[src/rtl/ram_march_bist.sv]
// Three-phase march BIST for a single-port RAM:
// W0 writes P, R0W1 reads P and writes ~P, R1 reads ~P in descending order.
module ram_march_bist #(
    parameter int ADDR_W = 6,
    parameter int DATA_W = 8,
    parameter int ERR_W  = 8
) (
    input  logic              clk_i,
    input  logic              rst_i,
    input  logic              start_i,
    input  logic [DATA_W-1:0] pattern_i,
    output logic              busy_o,
    output logic              done_o,
    output logic              pass_o,
    output logic [ERR_W-1:0]  err_count_o,
    output logic [ADDR_W-1:0] fail_addr_o,
    output logic [DATA_W-1:0] fail_data_o,
    output logic              ram_we_o,
    output logic [ADDR_W-1:0] ram_addr_o,
    output logic [DATA_W-1:0] ram_data_o,
    input  logic [DATA_W-1:0] ram_val_i
);
    typedef enum logic [2:0] {IDLE, W0, R0W1, R1, DRAIN, DONE} state_t;

    localparam logic [ADDR_W-1:0] ADDR_MAX = '1;
    localparam logic [ERR_W-1:0]  ERR_MAX  = '1;

    state_t            state_q;
    logic [DATA_W-1:0] pat_q;
    logic              busy_q, done_q, pass_q, we_q;
    logic [ADDR_W-1:0] addr_q;
    logic [DATA_W-1:0] data_q;
    logic [ERR_W-1:0]  err_q, err_d;
    logic [ADDR_W-1:0] fail_addr_q, fail_addr_d;
    logic [DATA_W-1:0] fail_data_q, fail_data_d;
    // Read issued at the previous edge: its data is on ram_val_i this cycle.
    logic              rd_vld_q;
    logic [ADDR_W-1:0] rd_addr_q;
    logic [DATA_W-1:0] rd_exp_q;
    logic              mismatch;

    assign mismatch = rd_vld_q && (ram_val_i != rd_exp_q);

    always_comb begin
        err_d       = err_q;
        fail_addr_d = fail_addr_q;
        fail_data_d = fail_data_q;
        if (mismatch) begin
            if (err_q != ERR_MAX) err_d = err_q + 1'b1;
            if (err_q == '0) begin
                fail_addr_d = rd_addr_q;
                fail_data_d = ram_val_i;
            end
        end
    end

    always_ff @(posedge clk_i) begin
        if (rst_i) begin
            state_q     <= IDLE;
            pat_q       <= '0;
            busy_q      <= 1'b0;
            done_q      <= 1'b0;
            pass_q      <= 1'b0;
            we_q        <= 1'b0;
            addr_q      <= '0;
            data_q      <= '0;
            err_q       <= '0;
            fail_addr_q <= '0;
            fail_data_q <= '0;
            rd_vld_q    <= 1'b0;
            rd_addr_q   <= '0;
            rd_exp_q    <= '0;
        end else begin
            rd_vld_q    <= 1'b0;
            done_q      <= 1'b0;
            err_q       <= err_d;
            fail_addr_q <= fail_addr_d;
            fail_data_q <= fail_data_d;
            unique case (state_q)
                IDLE: if (start_i) begin
                    pat_q       <= pattern_i;
                    err_q       <= '0;
                    fail_addr_q <= '0;
                    fail_data_q <= '0;
                    pass_q      <= 1'b0;
                    busy_q      <= 1'b1;
                    we_q        <= 1'b1;
                    addr_q      <= '0;
                    data_q      <= pattern_i;
                    state_q     <= W0;
                end
                W0: if (addr_q == ADDR_MAX) begin
                    we_q    <= 1'b0;
                    addr_q  <= '0;
                    state_q <= R0W1;
                end else begin
                    addr_q <= addr_q + 1'b1;
                end
                R0W1: if (!we_q) begin
                    rd_vld_q  <= 1'b1;
                    rd_addr_q <= addr_q;
                    rd_exp_q  <= pat_q;
                    we_q      <= 1'b1;
                    data_q    <= ~pat_q;
                end else begin
                    we_q <= 1'b0;
                    // R1 starts at the top address, so the counter stays put.
                    if (addr_q == ADDR_MAX) state_q <= R1;
                    else                    addr_q  <= addr_q + 1'b1;
                end
                R1: begin
                    rd_vld_q  <= 1'b1;
                    rd_addr_q <= addr_q;
                    rd_exp_q  <= ~pat_q;
                    if (addr_q == '0) state_q <= DRAIN;
                    else              addr_q  <= addr_q - 1'b1;
                end
                DRAIN: begin
                    pass_q  <= (err_q == '0) && !mismatch;
                    busy_q  <= 1'b0;
                    done_q  <= 1'b1;
                    state_q <= DONE;
                end
                DONE:    state_q <= IDLE;
                default: state_q <= IDLE;
            endcase
        end
    end

    assign busy_o      = busy_q;
    assign done_o      = done_q;
    assign pass_o      = pass_q;
    assign err_count_o = err_q;
    assign fail_addr_o = fail_addr_q;
    assign fail_data_o = fail_data_q;
    assign ram_we_o    = we_q;
    assign ram_addr_o  = addr_q;
    assign ram_data_o  = data_q;
endmodule

[config.mk]
export PLATFORM = sky130hd
export DESIGN_NAME = ram_march_bist
export DESIGN_NICKNAME = d
export VERILOG_FILES = /design/src/rtl/ram_march_bist.sv
export SDC_FILE = /design/constraint.sdc
export NUM_CORES = 1
export LEC_CHECK = 0
export CORE_MARGIN = 2
export CORE_UTILIZATION = 35
export DETAILED_ROUTE_END_ITERATION = 16
export PLACE_DENSITY = 0.61
export REMOVE_ABC_BUFFERS = 1
export SLEW_MARGIN = 20
export SYNTH_ARGS = -nofsm -noshare
export SYNTH_HDL_FRONTEND = slang
export SYNTH_SLANG_ARGS = --single-unit
[constraint.sdc]
create_clock -name clk_i -period 3.19 [get_ports clk_i]
set_clock_uncertainty 0.2 [all_clocks]
set_input_delay 0.957 -clock clk_i [delete_from_list [all_inputs] [get_ports clk_i]]
set_output_delay 0.957 -clock clk_i [all_outputs]
set_load 0.1 [all_outputs]
==> metrics.md, run 1 <==
| Metric | Value |
|---|---|
| Avg WL per Cell | `14.1 um` |
| CTS Buf Count | `9` |
| CTS tree | `yes` |
| Lkg Pwr | `1.56 nW` |
| Clock sinks | `66` |
| Endpoints failing setup | `0` |
| FP Rows | `35` |
| Synth warn | `0` |
| Initial core utilization | `35.4%` |
| Post-DP HPWL | `5.64 mm` |
| Mapped Avg Cell Area | `8.06 um2` |
| Number of global-route vias before repair | `2,726` |
| Worst Path Required | `3.28 ns` |
| Final WL | `7.98 mm` |
| Die ar. | `10000 um2` |
| Worst Path Arrival | `2.81 ns` |
| Final Max Tran Viols | `0` |
| Clock slew at reported path FFs | `0.07 ns` |
| Yosys cell types | `51` |
| Seq/Total Area, Yosys | `41.0%` |
| Tmin final | `2.72 ns` |
| Die Span X | `100 um` |
| Utilization after layout | `44.6%` |
| Most common cell in the netlist | `dfxtp_1` |
| Switching share of power | `25.6%` |
| Worst path bufs/invs | `2` |
| Post-synth EDFFs | `0` |
| Post-route cell area | `4060 um2` |
| Core area | `9110 um2` |
| Cell Area, Synth | `3220 um2` |
| Worst-Margin Slew | `0.606 ns` |
| Area leader, netlist | `dfxtp_1` |
| Remaining DRCs | `0` |
| Fillers | `936` |
| Sequential share of power | `42.1%` |
| CP Launch Type | `input pin` |
| Top cell type's share of synthesized area | `41.0%` |
| GRT overflow | `0` |
| RSZ-0062 raised after global routing | `no` |
| Max Cap Viol | `0` |
| Latest clock arrival within the worst-skew pair | `0.34 ns` |
| Primary FF master, synth | `dfxtp_1` |
| Mapped Cells | `400` |
| Routability Congestion | `0.906` |
| Layout area overhead | `26.0%` |
| Clk root buf | `clkbuf_8` |
| Overall Global Routing Usage | `16.4%` |
| DR pass1 iterations | `4` |
| Worst Path Max Fanout | `11` |
| Slowest CP cell | `nor4_1` |
| Via density | `5.20` |
| Internal power | `1.55 mW` |
| CP cell instances | `clkdlybuf4s50_1 -> xor2_1 -> nor4_1 -> a21boi_0 -> buf_4 -> a211oi_1 -> a31o_2` |
| Initial antenna violation count | `0` |
| Combinational Power Share | `12.6%` |
| CP peak stage delay | `0.52 ns` |
| I/O pins | `59` |
| Clock network fraction of total power | `45.3%` |
| Max Freq | `367 MHz` |
| Endpoint class of the critical path | `register` |
| Delay-heaviest family, CP | `buffers and inverters` |
| Ant diodes | `0` |
| Switching power | `0.533 mW` |
| FFs w/ async S/R, synth | `0%` |
| Outcome | `complete, no violations` |
| Post-CTS Setup Inserts | `0` |
| Placement Cell Area | `3800 um2` |
| Fin. Hold Viols | `0` |
| Pwr/cell area | `514 nW/um2` |
| Die Ht | `100 um` |
| Layout cells sized above 1 | `17.3%` |
| Rel. slew slack | `59.6%` |
| Final #Nets | `476` |
| PostCTS Resize Cnt | `0` |
| Via count | `2,953` |
| Hold Crit Class | `register to register` |
| Post-cts hold buffer count | `0` |
| Port bufs | `58` |
| H-tree levels | `3` |
| Synth area leaders | `dfxtp_1 (41%), nand2_1 (6.8%), a21oi_1 (6.2%)` |
| VDD IR max | `0.217 mV` |
| Largest net degree at the start of global routing | `38` |
| First-pass GRT wire length | `13.3 mm` |
| CP Class | `input pin to register` |
| FF+latch count, synth | `66` |
| Longest Clk Path Bufs | `2` |
| Synth top cells by count | `dfxtp_1 (66), nand2_1 (58), a21oi_1 (40)` |
| 1st-iter DRT viols | `176` |
| Final period utilization | `85.4%` |
| Final ANT Viol Nets | `0` |
[final timing paths]
path                              startpoint  depth (start not counted)  slack, ns              to
worst min-delay path            rd_addr_q[4]                          2       0.26    rd_addr_q[4]
worst max-delay path            ram_val_i[5]                          7       0.47  err_count_o[0]
worst min register to register  rd_addr_q[4]                          2       0.26    rd_addr_q[4]
worst max register to register    state_q[0]                          5       0.79   ram_data_o[2]
[power by group through the flow]
stage	sequential [mW]	combinational [mW]	clock, mW
3_3_place_gp	0.896	0.261	0
3_5_place_dp	0.897	0.264	0
2_1_floorplan	0.974	0.0910	0
6_report	0.878	0.263	0.946
5_1_grt	0.882	0.285	0.995
4_1_cts	0.878	0.265	0.961
[cells by family after synthesis]
kind of cell | synth area share, %
and+or+nand+nor | 25.9
adders and majority gates | 1.94
xor gates and xnor gates | 4.07
AOI/OAI and AO/OA | 20.0
DFF | 41.0
muxes | 1.90
buffers and inverters | 5.24
[routing by layer]
layer	part of all wire, %	up-vias	global-route usage, %
met5	0	-	0
met4	1.2	0	5.27
met3	4.9	10	3.13
met2	44	78	25.3
met1	50	1345	23.1
li1	-	1520	-
[placed cells by master (no fill, tap or decap), types with 6 or more instances in the layout]
master	count
xor2_1	12
clkbuf_8	10
dfxtp_1	66
inv_1	7
nor2_1	33
buf_4	49
o21ai_0	28
nand2_1	58
a211oi_1	20
clkdlybuf4s50_1	18
nand3_1	27
a21oi_1	40
nor3_1	8
or3_1	6
[worst register-to-register path, stage by stage, from the launching register on]
cell and delay, ns:
dfxtp_1 0.46, or3b_1 0.70, or2_1 0.48, nand2_8 0.18, nor2_1 0.06, a211oi_1 0.22
[layout make-up]
class / instances / area (um2) / share of cell area [%]
Clock buffer: 11 / 141 / 3.48
Sequential cell: 66 / 1320 / 32.5
Multi-Input combinational cell: 300 / 1740 / 42.9
Timing Repair Buffer: 68 / 568 / 14.0
Clock inverter: 5 / 125 / 3.08
Inverter: 7 / 26.3 / 0.647
Tap cell: 111 / 139 / 3.42
[flip-flops by register name, indices dropped and copies added (netlist names)]
| signal | count |
|---|---|
| err_count_o | 8 |
| fail_data_o | 8 |
| pat_q | 8 |
| ram_data_o | 8 |
| rd_exp_q | 8 |
| fail_addr_o | 6 |
| ram_addr_o | 6 |
| rd_addr_q | 6 |
| state_q | 3 |
| busy_o | 1 |
| done_o | 1 |
| pass_o | 1 |
| ram_we_o | 1 |
| rd_vld_q | 1 |
[stage by stage]
stage	setup slack, ns	hold WS, ns	power, mW	setup TNS (ns)	instances
floorplan	-0.108	0.226	1.06	-1.84	373
global placement	0.182	0.244	1.16	0	552
detailed placement	0.130	0.246	1.16	0	552
CTS	0.483	0.256	2.10	0	568
global route	0.276	0.276	2.16	0	568
finish	0.466	0.255	2.09	0	568
No activity file was read; power rests on OpenSTA's default activity.
==> inputs of run 2 (changes only) <==
==> constraint.sdc (replaced) <==
create_clock -name clk_i -period 3.19 [get_ports clk_i]
set_clock_uncertainty 0.2 [all_clocks]
set_input_delay 0.4785 -clock clk_i [delete_from_list [all_inputs] [get_ports clk_i]]
set_output_delay 0.4785 -clock clk_i [all_outputs]
set_load 0.1 [all_outputs]
==> run 2 against run 1 <==
  * Via count is 0.68% higher
  * Cell area is 1.7% lower
  * Flip-flop and latch count stayed put
  * Total power is 4.8% lower
  * Hold slack better by 0.0033 ns
  * Sequential share of layout area is 0.55 points higher
  * Critical path depth is 1 lower
  * Non-clock buffer count is 3 lower
  * Worst setup slack better by 0.33 ns
==> metrics.md, run 2 (same netlist as run 1, synthesis figures left out) <==
| Metric | Value |
|---|---|
| Final Max Tran Viols | `0 (unchanged)` |
| Via count | `2,973 (+0.68%)` |
| Core area | `9110 um2 (unchanged)` |
| Post-DP HPWL | `5.54 mm (-1.8%)` |
| Post-CTS Setup Inserts | `0 (unchanged)` |
| Rel. slew slack | `37.2% (-22 points)` |
| Layout area overhead | `23.9%` |
| PostCTS Resize Cnt | `0 (unchanged)` |
| Clk root buf | `clkbuf_8` |
| Final ANT Viol Nets | `0 (unchanged)` |
| I/O pins | `59 (unchanged)` |
| Worst path bufs/invs | `1 (-1)` |
| Largest net degree at the start of global routing | `38 (unchanged)` |
| Max Freq | `417 MHz (+14%)` |
| Worst hold slack | `0.259 ns (+0.00335 ns)` |
| Routability Congestion | `0.861 (-4.9%)` |
| Via density | `5.26 (+1.2%)` |
| Worst Path Max Fanout | `28 (+17)` |
| Max Cap Viol | `0 (unchanged)` |
| Initial core utilization | `35.4% (unchanged)` |
| Outcome | `complete, no violations` |
| TNS Setup | `0 ns (unchanged)` |
| CTS Buf Count | `9 (unchanged)` |
| Delay-heaviest family, CP | `compound AO/OA/AOI/OAI gates` |
| Endpoints failing setup | `0 (unchanged)` |
| Overall Global Routing Usage | `16.5% (+0.17 points)` |
| Most common cell after layout, fill and taps aside | `dfxtp_1` |
| 1st-iter DRT viols | `172 (-2.3%)` |
| Final #Nets | `473 (-0.63%)` |
| Placed insts | `549 (-0.54%)` |
| CP peak stage delay | `0.72 ns (+0.20 ns)` |
| Final period utilization | `75.1% (-10 points)` |
| CP Launch Type | `register` |
| VDD IR max | `0.228 mV (+5.1%)` |
| Worst-Margin Slew | `0.942 ns (+0.336 ns)` |
| Die Span X | `100 um (unchanged)` |
| CP Class | `register to register` |
| Final WL | `7.92 mm (-0.85%)` |
| Tmin final | `2.40 ns (-0.327 ns)` |
| Port bufs | `58 (unchanged)` |
| Commonest cells after routing, fill and taps aside | `dfxtp_1 (66), nand2_1 (58), buf_4 (47)` |
| Worst Path Required | `3.17 ns (-0.11 ns)` |
| CTS tree | `yes` |
| RSZ-0062 raised after global routing | `no` |
| Latest clock arrival within the worst-skew pair | `0.34 ns (about the same)` |
| Endpoint class of the critical path | `register` |
| Pre-CTS setup slack | `0.515 ns (+0.385 ns)` |
| Worst Path Arrival | `2.38 ns (-0.43 ns)` |
| Die Ht | `100 um (unchanged)` |
| Avg WL per Cell | `14.0 um (-0.33%)` |
| Initial antenna violation count | `0 (unchanged)` |
| Clock sinks | `66 (unchanged)` |
| FP Rows | `35 (unchanged)` |
| Pwr/cell area | `497 nW/um2 (-3.2%)` |
| Slowest CP cell | `a21oi_2` |
| Final cell count without fillers | `565 (-0.53%)` |
| Longest Clk Path Bufs | `2 (unchanged)` |
| Layout cells sized above 1 | `16.5% (-0.77 points)` |
| Fin. Hold Viols | `0 (unchanged)` |
| Die ar. | `10000 um2 (unchanged)` |
| Setup ws final | `0.793 ns (+0.327 ns)` |
| Post-cts hold buffer count | `0 (unchanged)` |
| Remaining DRCs | `0 (unchanged)` |
| Ant diodes | `0 (unchanged)` |
| Hold Crit Class | `register to register` |
| Number of global-route vias before repair | `2,741 (+0.55%)` |
| First-pass GRT wire length | `13.4 mm (+0.16%)` |
| CP cell instances | `inv_1 -> ha_1 -> nor4b_1 -> nand3_1 -> a21oi_2 -> o21ai_0` |
| DR pass1 iterations | `4 (unchanged)` |
| H-tree levels | `3 (unchanged)` |
| Lkg Pwr | `1.52 nW (-2.6%)` |
| Fillers | `929 (-0.75%)` |
| Clock slew at reported path FFs | `0.07 ns (about the same)` |
| GRT overflow | `0 (unchanged)` |
## run 2: stage by stage
stage / area (um2) / power, mW / utilization (%)
CTS: 4000 / 2.00 / 43.9
finish: 4000 / 1.99 / 43.9
floorplan: 3080 / 1.06 / -
detailed placement: 3760 / 1.15 / 41.3
global placement: 3760 / 1.15 / 41.3
global route: 4000 / 2.07 / 43.9
## run 2: final timing paths
kind	startpoint	to	slack [ns]	depth (start not counted)
max reg2reg	err_count_o[0]	fail_addr_o[0]	0.79	6
min	fail_data_o[4]	fail_data_o[4]	0.26	2
min reg2reg	fail_data_o[4]	fail_data_o[4]	0.26	2
max	err_count_o[0]	fail_addr_o[0]	0.79	6
## run 2: cell type report
| class | instances | area [um2] | share of cell area, % |
|---|---|---|---|
| multi-input combinational | 300 | 1740 | 43.6 |
| sequential | 66 | 1320 | 33.1 |
| timing repair buffer | 65 | 533 | 13.3 |
| tap | 111 | 139 | 3.48 |
| clock buffer | 11 | 131 | 3.29 |
| clock inverter | 5 | 103 | 2.57 |
| inverter | 7 | 26.3 | 0.657 |
## run 2: routing by layer
metal	vias up	part of all wire [%]	GRT usage, %	wire [um]
li1	1513	-	-	-
met1	1383	49	23.5	3880
met2	72	45	24.8	3550
met3	5	5.2	3.62	412
met4	0	0.91	5.69	72
met5	-	0	0	0
## run 2: where the power goes
| part | leakage [nW] | internal, mW | total, mW | switching (mW) |
|---|---|---|---|---|
| clock | 0.114 | 0.519 | 0.852 | 0.333 |
| combinational | 0.869 | 0.0833 | 0.259 | 0.176 |
| sequential | 0.536 | 0.848 | 0.876 | 0.0275 |
## run 2: tightest hold or removal path: cells and delay by family, from the launching register on
family | cells | cell delay, ns
DFF | 1 | 0.31
and+or+nand+nor | 1 | 0.05
AOI/OAI and AO/OA | 1 | 0.06
==> inputs of run 3 (changes only) <==
--- a/config.mk
+++ b/config.mk
@@ -8,7 +8,7 @@
 export CORE_MARGIN = 2
 export CORE_UTILIZATION = 35
 export DETAILED_ROUTE_END_ITERATION = 16
-export PLACE_DENSITY = 0.61
+export PLACE_DENSITY = 0.63
 export REMOVE_ABC_BUFFERS = 1
 export SLEW_MARGIN = 20
 export SYNTH_ARGS = -nofsm -noshare
==> constraint.sdc (replaced) <==
create_clock -name clk_i -period 2 [get_ports clk_i]
set_clock_uncertainty 0.2 [all_clocks]
set_input_delay 0.3 -clock clk_i [delete_from_list [all_inputs] [get_ports clk_i]]
set_output_delay 0.3 -clock clk_i [all_outputs]
set_load 0.1 [all_outputs]
==> run 3 against run 2 <==
  * The run now ends with setup timing left
  * Combinational power increased by 110%
  * Non-clock buffer count increased by 58
  * Global-route usage increased by 1.3 points
  * Largest cell class unchanged
  * First-iteration DRC count increased by 7.6%
  * Via count increased by 7.8%
  * Highest routed layer unchanged
==> metrics.md, run 3 (same netlist as run 1, synthesis figures left out) <==
| Metric | Value |
|---|---|
| CTS tree | `yes` |
| Worst r2r dst | `ram_addr_o[0]` |
| Final period utilization | `101%` |
| GRT overflow | `0 (unchanged)` |
| Overall Global Routing Usage | `17.9% (+1.3 points)` |
| Setup ws final | `-0.0134 ns (-0.807 ns)` |
| Max Freq | `497 MHz` |
| Fillers | `829 (-11%)` |
| Remaining DRCs | `0 (unchanged)` |
| Max Cap Viol | `0 (unchanged)` |
| Rel. slew slack | `65.1% (+28 points)` |
| Avg WL per Cell | `14.2 um (+1.2%)` |
| Tmin final | `2.01 ns` |
| R2r setup slk | `0.02 ns (-0.77 ns)` |
| I/O pins | `59 (unchanged)` |
| RSZ-0062 raised after global routing | `yes` |
| Post-DP HPWL | `6.34 mm (+15%)` |
| VDD IR max | `0.353 mV (+55%)` |
| Die Ht | `100 um (unchanged)` |
| Most common cell after layout, fill and taps aside | `buf_4` |
| Worst-Margin Slew | `0.516 ns (-0.426 ns)` |
| Clock sinks | `66 (unchanged)` |
| Port bufs | `58 (unchanged)` |
| Ant diodes | `0 (unchanged)` |
| Initial core utilization | `35.4% (unchanged)` |
| Routability Congestion | `0.873 (+1.4%)` |
| Final cell count without fillers | `625 (+11%)` |
| CP Launch Type | `input pin` |
| Outcome | `finished with violations` |
| Pre-CTS setup slack | `-0.503 ns (-1.02 ns)` |
| Placed insts | `597 (+8.7%)` |
| Worst Path Arrival | `2.04 ns (-0.34 ns)` |
| Failing checks | `setup timing` |
| Initial antenna violation count | `0 (unchanged)` |
| Lkg Pwr | `1.92 nW (+26%)` |
| Via density | `5.13 (-2.5%)` |
| 1st-iter DRT viols | `185 (+7.6%)` |
| Longest Clk Path Bufs | `2 (unchanged)` |
| Worst hold endpoint | `fail_data_o[4]` |
| DR pass1 iterations | `4 (unchanged)` |
| Via count | `3,206 (+7.8%)` |
| CP Class | `input pin to register` |
| Pwr/cell area | `606 nW/um2 (+22%)` |
| FP Rows | `35 (unchanged)` |
| Die ar. | `10000 um2 (unchanged)` |
| R2r startpoint | `state_q[0]` |
| Worst hold slack | `0.261 ns (+0.00246 ns)` |
| Worst Path Max Fanout | `11 (-61%)` |
| H-tree levels | `3 (unchanged)` |
| Core area | `9110 um2 (unchanged)` |
| Commonest cells after routing, fill and taps aside | `buf_4 (70), dfxtp_1 (64), nand2_1 (57)` |
| Final ANT Viol Nets | `0 (unchanged)` |
| Final WL | `8.86 mm (+12%)` |
| Total power | `2.97 mW (+49%)` |
| Endpoints failing setup | `2 (+2)` |
| Worst R2R Path Depth | `6 (unchanged)` |
| Post-cts hold buffer count | `0 (unchanged)` |
| Hold Crit Class | `register to register` |
| Clk root buf | `clkbuf_8` |
| Final Max Tran Viols | `0 (unchanged)` |
| Clock slew at reported path FFs | `0.07 ns (about the same)` |
| TNS Setup | `-0.0187 ns (-0.0187 ns)` |
| CTS Buf Count | `9 (unchanged)` |
| Hold Crit Start | `fail_data_o[4]` |
| Final #Nets | `533 (+13%)` |
| Endpoint class of the critical path | `register` |
| Worst Path Required | `2.02 ns (-1.15 ns)` |
| Worst hold stages | `2 (unchanged)` |
| Latest clock arrival within the worst-skew pair | `0.33 ns (about the same)` |
| Number of global-route vias before repair | `3,005 (+9.6%)` |
| Fin. Hold Viols | `0 (unchanged)` |
| Layout area overhead | `52.0%` |
| Layout cells sized above 1 | `29.2% (+13 points)` |
| Die Span X | `100 um (unchanged)` |
| First-pass GRT wire length | `14.5 mm (+8.4%)` |
| Largest net degree at the start of global routing | `40 (+5.3%)` |
run 3: changes by cell type in the layout (fill, tap and decap cells not counted), moves of 3 or more:
cell and change:
a21oi_4 +3, bufinv_16 -3, buf_12 +33, buf_4 +23
run 3: what timing repair did:
action | CTS | global route
endpoints found under the setup margin | 19 | 31
pin swaps | 4 | 5
setup buffers | 1 | 9
gates resized for setup | 11 | 12
gates cloned | 0 | 2
run 3: worst max-delay path by stage:
stage                                end  slack (ns)            from  depth (start not counted)
after floorplan            ram_addr_o[5]       -0.94   ram_addr_o[0]                          7
after global placement    fail_data_o[3]       -0.39    ram_val_i[2]                          6
after detailed placement  fail_addr_o[3]       -0.50    ram_val_i[4]                          6
after CTS                 fail_data_o[5]       0.003  err_count_o[0]                          6
after global routing      err_count_o[7]       -0.10    ram_val_i[1]                          7
final                     err_count_o[7]       -0.01    ram_val_i[1]                          7
run 3: metrics by stage:
step | util (%) | area [um2]
finish | 53.8 | 4900
global route | 53.8 | 4900
CTS | 52.3 | 4760
detailed placement | 49.8 | 4540
global placement | 49.8 | 4540
floorplan | - | 3080
run 3: layout make-up:
cell class / count / area (um2) / share of cell area [%]
clock buffer: 12 / 155 / 3.17
clock inverter: 4 / 26.3 / 0.536
inverter: 7 / 26.3 / 0.536
tap: 111 / 139 / 2.83
multi-input combinational: 302 / 1840 / 37.6
timing repair buffer: 123 / 1390 / 28.3
sequential: 66 / 1320 / 27.0
run 3: power breakdown:
part	internal [mW]	switching (mW)
sequential	1.35	0.0457
combinational	0.232	0.316
clock	0.516	0.507
run 3: worst max-delay path: stages:
cell	delay, ns
clkdlybuf4s50_1	0.46
xor2_1	0.19
nor4_4	0.46
a21boi_1	0.14
buf_4	0.21
a41oi_1	0.20
nor3_1	0.07
run 3: metal layers:
layer / global-route usage (%) / share of wire (%) / vias to the layer above
met3: 4.39 / 5.4 / 4
met4: 5.16 / 1.0 / 0
met2: 28.1 / 48 / 81
met1: 24.5 / 45 / 1487
met5: 0 / 0 / -
li1: - / - / 1634
==> RTL edit, RTL diff (config.mk and constraints of run 1) <==
Change the parameter `ADDR_W` from 6 to 7.
--- a/src/rtl/ram_march_bist.sv
+++ b/src/rtl/ram_march_bist.sv
@@ -1,7 +1,7 @@
 // Three-phase march BIST for a single-port RAM:
 // W0 writes P, R0W1 reads P and writes ~P, R1 reads ~P in descending order.
 module ram_march_bist #(
-    parameter int ADDR_W = 6,
+    parameter int ADDR_W = 7,
     parameter int DATA_W = 8,
     parameter int ERR_W  = 8
 ) (
Interface: changed (resized fail_addr_o and ram_addr_o); port bits go from 59 to 61. The function was not compared with the original's and may differ.
==> RTL edit against run 1 <==
- register-to-register slack got worse by 140 ps
- fmax hardly changed
- power is 8.4% lower
- first-iteration DRC count down 10%
- sequential share of layout area rose by 0.95 points
- combinational power grew 3%
- setup slack lost 1.9 ps
- area after synthesis increased by 2.4%
- sequential cell count increased by 3
- design area is 1.6% higher
- die area increased by 2.3%
- critical path depth shrank 1
- wire length rose by 5.3%
==> RTL edit: results (changes against run 1) <==
[min_path]
holdPathEnd = rd_addr_q[3]
hp-start = rd_addr_q[3]

[critical_path]
r2r_start = ram_addr_o[1]
startpoint = start_i
crit_fanout = 6  ; -5
worstRegToRegCells = 7  ; +2

[grt]
use_met3_pct = 4.09  ; +0.96 points
track_usage_pct = 17.2  ; +0.87 points
grt_pass1_vias = 2859  ; +4.9%

[synthesis]
synth_mux_area_share_pct = 0.948  ; -0.95 points
synthAdderAreaFrac_pct = 1.90  ; -0.045 points
synth-seq-cells = 69  ; +4.5%
synth_compound_area_share_pct = 21.6  ; +1.7 points
synth_common_cells = dfxtp_1 (69), nand2_1 (59), a21oi_1 (49), nor2_1 (39), o21ai_0 (33)
yosysSeqAreaShare_pct = 41.8  ; +0.87 points
synth-xor-area-share_pct = 3.71  ; -0.36 points
ys_types = 46  ; -9.8%
synth_area_leaders = dfxtp_1 (42%), a21oi_1 (7.4%), nand2_1 (6.7%)

[drt]
first_iter_violations = 158  ; -10%
vias = 3172  ; +7.4%
met3WireLength_um = 442  ; +13%
wl_per_cell_um = 14.1  ; +0.50%
met1Wirelength_um = 4270  ; +7.9%

[cells_and_area]
buffer_area_share_pct = 14.7  ; +0.75 points
nNetsFinal = 505  ; +6.1%
seq_share_pct = 33.5  ; +0.95 points
num-nonclk-inverters = 8  ; +1
clkCellAreaFrac_pct = 4.82  ; -1.7 points
comb.multi_input.count = 318  ; +6.0%
clkbuf_count = 13  ; +2
drive_above_1_share_pct = 16.1  ; -1.2 points
nonClockBufferCount = 75  ; +10%

[timing]
worst_pin_slew_ps = 992  ; +386 ps

[place]
post_dp_cell_area_um2 = 3930  ; +3.5%
numPortBuffers = 60  ; +3.4%
gp_congestion = 0.843  ; -7.0%
numPlacedInstances = 581  ; +5.3%

[pwr]
p_leak_nw = 1.51  ; -3.0%
ir_drop_mv = 0.184  ; -15%

[status]
outcome = finished, final reports clean

RTL edit: cell count changes after synthesis, moves of 3 or more:
| cell | before | now |
|---|---|---|
| xor2_1 | 12 | 2 |
| a21oi_1 | 40 | 49 |
| xnor2_1 | 3 | 12 |
| clkbuf_1 | 18 | 25 |
| nor2_1 | 34 | 39 |
| o21ai_0 | 28 | 33 |
| nand4_1 | 4 | 8 |
| dfxtp_1 | 66 | 69 |
| mux2i_1 | 5 | 2 |
| nand3_1 | 27 | 24 |
| o211ai_1 | 3 | 6 |
| or4_1 | 1 | 4 |
RTL edit: critical path, stage by stage:
cell             delay [ps]
clkdlybuf4s50_1         510
mux2_1                  180
nor2_1                   50
nor4_1                  750
a21oi_1                 140
nor3_1                  200
RTL edit: report_power, final:
part	leakage (nW)	internal (mW)	total (mW)	switching [mW]
clock	0.102	0.417	0.731	0.314
sequential	0.560	0.885	0.910	0.0250
combinational	0.850	0.0893	0.270	0.181
